--- src/rtl/spmdv_pkg.sv ---
// spmdv_pkg: shared constants and phase encoding for the SpMDV load path.
//   SPMDV_BANK_DEPTH  words per weight bank (also vector SRAM depth)
//   SPMDV_NUM_BANKS   weight banks per array
//   SPMDV_BIAS_DEPTH  bias entries
//   SPMDV_W_TOTAL     weight entries per array (banks * depth)
//   spmdv_phase_t     load sequencer phase, codes visible on the phase output
package spmdv_pkg;

  localparam int unsigned SPMDV_BANK_DEPTH = 4096;
  localparam int unsigned SPMDV_NUM_BANKS  = 3;
  localparam int unsigned SPMDV_BIAS_DEPTH = 256;
  localparam int unsigned SPMDV_W_TOTAL    = SPMDV_BANK_DEPTH * SPMDV_NUM_BANKS;

  localparam int unsigned SPMDV_CNT_W = 14;

  typedef enum logic [2:0] {
    PhIdle = 3'd0,
    PhWval = 3'd1,
    PhWpos = 3'd2,
    PhBias = 3'd3,
    PhVec  = 3'd4,
    PhDone = 3'd5
  } spmdv_phase_t;

  // Phases fed by the ld_w_request / w_input_valid handshake.
  function automatic logic spmdv_is_w_phase(input spmdv_phase_t ph);
    return (ph == PhWval) || (ph == PhWpos) || (ph == PhBias);
  endfunction

endpackage

--- src/rtl/spmdv_bank_decode.sv ---
// spmdv_bank_decode: turns a weight bank index plus enable into an active-low,
// one-hot-low chip-enable vector. Out-of-range index or enable low -> all ones.
//   i_bank  bank index
//   i_en    write enable for this array
//   o_cen   per-bank CEN, active-low
module spmdv_bank_decode
  import spmdv_pkg::*;
(
  input  logic [1:0]                 i_bank,
  input  logic                       i_en,
  output logic [SPMDV_NUM_BANKS-1:0] o_cen
);

  always_comb begin
    o_cen = '1;
    for (int unsigned b = 0; b < SPMDV_NUM_BANKS; b++) begin
      if (i_en && (i_bank == 2'(b))) begin
        o_cen[b] = 1'b0;
      end
    end
  end

endmodule

--- src/rtl/spmdv_load_sequencer.sv ---
// spmdv_load_sequencer: sequences the SpMDV initialisation load (weight values,
// weight positions, bias, input vectors) and drives the source handshakes and
// SRAM CEN/WEN/address pins. Once o_load_done is high the SRAMs belong to the
// compute engine.
//
// Optional feature: define SPMDV_LDSEQ_OVERRUN_CNT_EN to add o_overrun_cnt, a
// saturating count of cycles where a valid arrives while its request is low.
//
// Ports:
//   i_clk, i_rst              clock, async active-high reset
//   i_start_init              level; enables weight/bias requests, rise starts a load
//   i_w_input_valid           weight/bias item valid
//   i_raw_data_valid          vector item valid
//   o_ld_w_request            weight/bias request (registered)
//   o_raw_data_request        vector request (registered)
//   o_wv_cen, o_wp_cen        weight value / position bank CEN, active-low
//   o_w_wen, o_w_addr         weight bank WEN (active-low) and address
//   o_bias_cen/wen/addr       bias SRAM pins
//   o_vec_cen/wen/addr        vector SRAM pins
//   o_phase                   current phase code
//   o_overrun_cnt             (optional) ignored-valid counter
//   o_load_done               high in DONE
module spmdv_load_sequencer
  import spmdv_pkg::*;
(
  input  logic                       i_clk,
  input  logic                       i_rst,
  input  logic                       i_start_init,
  input  logic                       i_w_input_valid,
  input  logic                       i_raw_data_valid,
  output logic                       o_ld_w_request,
  output logic                       o_raw_data_request,
  output logic [SPMDV_NUM_BANKS-1:0] o_wv_cen,
  output logic [SPMDV_NUM_BANKS-1:0] o_wp_cen,
  output logic                       o_w_wen,
  output logic [11:0]                o_w_addr,
  output logic                       o_bias_cen,
  output logic                       o_bias_wen,
  output logic [7:0]                 o_bias_addr,
  output logic                       o_vec_cen,
  output logic                       o_vec_wen,
  output logic [11:0]                o_vec_addr,
  output logic [2:0]                 o_phase,
`ifdef SPMDV_LDSEQ_OVERRUN_CNT_EN
  output logic [15:0]                o_overrun_cnt,
`endif
  output logic                       o_load_done
);

  localparam logic [SPMDV_CNT_W-1:0] CntWLast    = SPMDV_CNT_W'(SPMDV_W_TOTAL - 1);
  localparam logic [SPMDV_CNT_W-1:0] CntBiasLast = SPMDV_CNT_W'(SPMDV_BIAS_DEPTH - 1);
  localparam logic [SPMDV_CNT_W-1:0] CntVecLast  = SPMDV_CNT_W'(SPMDV_BANK_DEPTH - 1);

  spmdv_phase_t           r_state;
  spmdv_phase_t           w_state_d;
  logic [SPMDV_CNT_W-1:0] r_cnt;
  logic [SPMDV_CNT_W-1:0] w_cnt_d;
  logic                   r_start_prev;
  logic                   r_ld_w_req;
  logic                   r_raw_req;

  logic                   w_start_rise;
  logic                   w_accept;
  logic                   w_last;
  logic                   w_enter_wval;
  logic                   w_wv_en;
  logic                   w_wp_en;
  logic                   w_ld_w_req_d;
  logic                   w_raw_req_d;

  assign w_start_rise = i_start_init & ~r_start_prev;

  // Accept and end-of-source detection for the current phase.
  always_comb begin
    w_accept = 1'b0;
    w_last   = 1'b0;
    unique case (r_state)
      PhWval, PhWpos: begin
        w_accept = i_w_input_valid & r_ld_w_req;
        w_last   = w_accept & (r_cnt == CntWLast);
      end
      PhBias: begin
        w_accept = i_w_input_valid & r_ld_w_req;
        w_last   = w_accept & (r_cnt == CntBiasLast);
      end
      PhVec: begin
        w_accept = i_raw_data_valid & r_raw_req;
        w_last   = w_accept & (r_cnt == CntVecLast);
      end
      default: begin
        w_accept = 1'b0;
        w_last   = 1'b0;
      end
    endcase
  end

  // FSM: state register.
  always_ff @(posedge i_clk or posedge i_rst) begin
    if (i_rst) begin
      r_state <= PhIdle;
    end else begin
      r_state <= w_state_d;
    end
  end

  // FSM: next state. A start rise only matters in IDLE or DONE.
  always_comb begin
    w_state_d = r_state;
    unique case (r_state)
      PhIdle, PhDone: if (w_start_rise) w_state_d = PhWval;
      PhWval:         if (w_last)       w_state_d = PhWpos;
      PhWpos:         if (w_last)       w_state_d = PhBias;
      PhBias:         if (w_last)       w_state_d = PhVec;
      PhVec:          if (w_last)       w_state_d = PhDone;
      default:                          w_state_d = PhIdle;
    endcase
  end

  assign w_enter_wval = ((r_state == PhIdle) || (r_state == PhDone)) && (w_state_d == PhWval);

  always_comb begin
    w_cnt_d = r_cnt;
    if (w_enter_wval || w_last) begin
      w_cnt_d = '0;
    end else if (w_accept) begin
      w_cnt_d = r_cnt + SPMDV_CNT_W'(1);
    end
  end

  // Requests are computed from the next state so they stay high across the
  // WVAL->WPOS->BIAS boundaries and drop on the edge of the final accept.
  assign w_ld_w_req_d = spmdv_is_w_phase(w_state_d) & i_start_init;
  assign w_raw_req_d  = (w_state_d == PhVec);

  always_ff @(posedge i_clk or posedge i_rst) begin
    if (i_rst) begin
      r_cnt        <= '0;
      r_start_prev <= 1'b0;
      r_ld_w_req   <= 1'b0;
      r_raw_req    <= 1'b0;
    end else begin
      r_cnt        <= w_cnt_d;
      r_start_prev <= i_start_init;
      r_ld_w_req   <= w_ld_w_req_d;
      r_raw_req    <= w_raw_req_d;
    end
  end

  // FSM: outputs. SRAM pins are combinational off the accept so the write
  // lands on the same edge that the accept is registered.
  assign w_wv_en = w_accept & (r_state == PhWval);
  assign w_wp_en = w_accept & (r_state == PhWpos);

  spmdv_bank_decode u_wv_decode (
    .i_bank (r_cnt[13:12]),
    .i_en   (w_wv_en),
    .o_cen  (o_wv_cen)
  );

  spmdv_bank_decode u_wp_decode (
    .i_bank (r_cnt[13:12]),
    .i_en   (w_wp_en),
    .o_cen  (o_wp_cen)
  );

  always_comb begin
    o_w_wen     = ~(w_wv_en | w_wp_en);
    o_w_addr    = (w_wv_en | w_wp_en) ? r_cnt[11:0] : 12'd0;
    o_bias_cen  = 1'b1;
    o_bias_wen  = 1'b1;
    o_bias_addr = 8'd0;
    o_vec_cen   = 1'b1;
    o_vec_wen   = 1'b1;
    o_vec_addr  = 12'd0;
    if (w_accept && (r_state == PhBias)) begin
      o_bias_cen  = 1'b0;
      o_bias_wen  = 1'b0;
      o_bias_addr = r_cnt[7:0];
    end
    if (w_accept && (r_state == PhVec)) begin
      o_vec_cen  = 1'b0;
      o_vec_wen  = 1'b0;
      o_vec_addr = r_cnt[11:0];
    end
  end

  assign o_ld_w_request     = r_ld_w_req;
  assign o_raw_data_request = r_raw_req;
  assign o_phase            = r_state;
  assign o_load_done        = (r_state == PhDone);

`ifdef SPMDV_LDSEQ_OVERRUN_CNT_EN
  logic [15:0] r_overrun_cnt;
  logic        w_overrun;

  assign w_overrun = (i_w_input_valid & ~r_ld_w_req) | (i_raw_data_valid & ~r_raw_req);

  // Clearing on WVAL entry wins over a same-cycle overrun.
  always_ff @(posedge i_clk or posedge i_rst) begin
    if (i_rst) begin
      r_overrun_cnt <= '0;
    end else if (w_enter_wval) begin
      r_overrun_cnt <= '0;
    end else if (w_overrun && (r_overrun_cnt != 16'hFFFF)) begin
      r_overrun_cnt <= r_overrun_cnt + 16'd1;
    end
  end

  assign o_overrun_cnt = r_overrun_cnt;
`endif

endmodule

--- config.mk ---
export PLATFORM = sky130hd
export DESIGN_NAME = spmdv_load_sequencer
export DESIGN_NICKNAME = d
export VERILOG_FILES = /design/src/rtl/spmdv_pkg.sv /design/src/rtl/spmdv_bank_decode.sv /design/src/rtl/spmdv_load_sequencer.sv
export SDC_FILE = /design/constraint.sdc
export NUM_CORES = 1
export LEC_CHECK = 0
export CORE_ASPECT_RATIO = 1.4
export CORE_MARGIN = 2
export CORE_UTILIZATION = 35
export DETAILED_ROUTE_END_ITERATION = 6
export DONT_BUFFER_PORTS = 1
export SYNTH_ARGS = -nofsm -noshare
export SYNTH_HDL_FRONTEND = slang
export SYNTH_HIERARCHICAL = 1
export SYNTH_SLANG_ARGS = --single-unit
--- constraint.sdc ---
create_clock -name i_clk -period 5.3 [get_ports i_clk]
set_input_delay 0.53 -clock i_clk [delete_from_list [all_inputs] [get_ports i_clk]]
set_output_delay 0.53 -clock i_clk [all_outputs]
set_load 0.02 [all_outputs]
==> impl_results.md <==
* H-tree level count at 1
* Clk sinks at 20
* Crit path DAT at 2.17 ns
* Clock Path Buffers at 2
* Top Layer Used: met4
* Top cell type by total area after synthesis: dfrtp_1
* Worst-Skew Late Latency at 0.25 ns
* Data required time of the worst path at 4.77 ns
* Static Leak at 0.667 nW
* Gr usage total at 15.8%
* WL met2 at 1710 µm
* Hold crit path type: primary input to flip-flop
* Hold buffer count at CTS at 0
* Most common cell after layout, fill and taps aside: and2_1
* DRC at 0
* GRT Residual Overflow at 0
* Synth Warn # at 6
* Yosys top cell area share at 35.0%
* VDD IR max at 0.142 mV
* Final Setup Violations at 0
* CTS tree: built
* #FFs+latches synth at 20
* Detail Placement HPWL at 2520 µm
* Worst setup EP type: primary output
* Final Hold Viols at 0
* Slew headroom at 47.5%
* Netlist cell types at 37
* Status: finished, final reports clean
* Layout cells sized above 1 at 7.93%
* Finished Cell Area at 1470 µm²
* DRT Wirelength at 3390 µm
* Post-route ant nets at 0
* Top post-synthesis cells by area: dfrtp_1, and2_1, nor2_1
* Slew of the pin with the lowest slew margin at 0.787 ns
* Most frequent cells in the layout: and2_1, nor2_1, dfrtp_1
* Final Max Tran Viols at 0
* First-pass GRT wire length at 5550 µm
* N_diodes at 0
* EDFF count, synth at 0
* Synthesized cell area at 1430 µm²
* DR pass1 iterations at 4
* Fin Hold WS at 0.304 ns
* Starting DRT DRC Count at 33
* Worst Setup Start Kind: flip-flop
* Largest net degree at the start of global routing at 21
* Initial antenna violation count at 0
* Power density over the cells at 269 nW/µm²
* Clock period minus worst slack at 2.70 ns
* RSZ-0062 raised after global routing: no
* Total die area at 4620 µm²
* Synth Flop Type: dfrtp_1
* Via Count at 1,177
* Fin nets at 172
* Crit path kind: flip-flop to primary output
* Syn nets at 175
* Area grow syn2layout at 2.54%
* Fmax at 370 MHz
* CP Max Fanout at 13
* Drt wl/cell at 16.4 µm
* Period utilisation layout at 51.0%
* Dpl ws at 2.86 ns
* Root Driver: clkbuf_8
* Core area at 3920 µm²
* DIE HEIGHT at 79.6 µm
* Max_cap viols at 0
* Initial Util at 36.5%
* Final setup margin at 2.60 ns
* Vias in the first global route at 1,138
* Setup Fix Bufs, Post-CTS at 0
* Number of port buffers at 0
* Post-CTS sizing at 0
* DR WL met3 at 290 µm
* Vias per Instance at 5.69
* Die W at 58 µm
* Std-Cell Rows at 27
* Clock Skew at 0.00241 ns
* Wl on met1 at 1330 µm
* Cell Area, Placed at 1420 µm²
* Clock slew at the register clock pins of the worst setup and hold paths at 0.07 ns
* Io pins at 54
* Setup TNS at 0 ns
* GPL Wtd Cong at 0.829
* Post-synthesis async set-or-reset flop share at 100%
* Register area share after synthesis at 35.0%
* Syn avg cell area at 8.45 µm²
* Cells after Synth at 169
* TritonCTS Buffers at 3
[power by group]
| group | switching (W) | internal, W | total, W | leakage, nW |
|---|---|---|---|---|
| Combinational | 0.0000454 | 0.0000330 | 0.0000783 | 0.384 |
| Sequential | 0.0000442 | 0.000174 | 0.000218 | 0.261 |
| Clock | 0.0000469 | 0.0000505 | 0.0000973 | 0.0216 |
[path summary, 6_finish.rpt]
path | from | to | slack [ns] | depth (start not counted)
worst max-delay path | o_phase[2] | o_w_addr[8] | 2.60 | 3
worst min-delay path | i_start_init | r_start_prev | 0.30 | 0
worst max register to register | o_phase[2] | r_cnt[4] | 2.95 | 5
worst min register to register | r_start_prev | o_ld_w_request | 0.55 | 1
max in group asynchronous | i_rst | r_cnt[6] | 4.50 | 1
min in group asynchronous | i_rst | o_raw_data_request | 0.31 | 1
[state kept, by name, summed over array words and instances (netlist names)]
signal,count
o_ld_w_request,1
o_phase,3
o_raw_data_request,1
r_cnt,14
r_start_prev,1
[per-stage QoR]
| stage | cells | total power, W | util [%] |
|---|---|---|---|
| 6_report | 207 | 0.000394 | 37.4 |
| 5_1_grt | 207 | 0.000423 | 37.4 |
| 4_1_cts | 207 | 0.000400 | 37.4 |
| 3_5_place_dp | 204 | 0.000301 | 36.3 |
| 3_3_place_gp | 204 | 0.000296 | 36.3 |
| 2_1_floorplan | 169 | 0.000275 | - |
[synth_stat cells (3+ instances only)]
cell type	instances
nand3b_1	7
nand4_1	6
xor2_1	11
nor2_1	26
nand3_1	8
inv_1	9
and2_1	30
o21ai_0	3
and3_1	3
nand2_1	11
dfrtp_1	20
xnor2_1	3
[kinds of logic after synthesis]
group           after synthesis  share of synthesized area, %
simple gates                105                          42.1
flops                        20                          35.0
buf+inv                      17                          6.48
xor+xnor                     14                          8.58
compound gates               10                          5.43
mux                           2                          1.49
fa+ha+maj                     1                         0.876
[cell type report]
type	instances	area, µm²
fill	412	2450
multi-input combinational	132	836
sequential	20	500
tap	43	53.8
clock buffer	3	41.3
inverter	9	33.8
[metal layers]
layer	track usage (%)	up-vias
met4	6.98	0
met5	0	-
li1	-	549
met3	2.43	4
met1	18.5	563
met2	27.7	61
[critical path, stage by stage (launching register included)]
cell and delay [ns]:
dfrtp_1 0.55, nand3b_1 0.35, a21oi_1 0.65, and2_1 0.36
(Power assumes the default switching activity.)
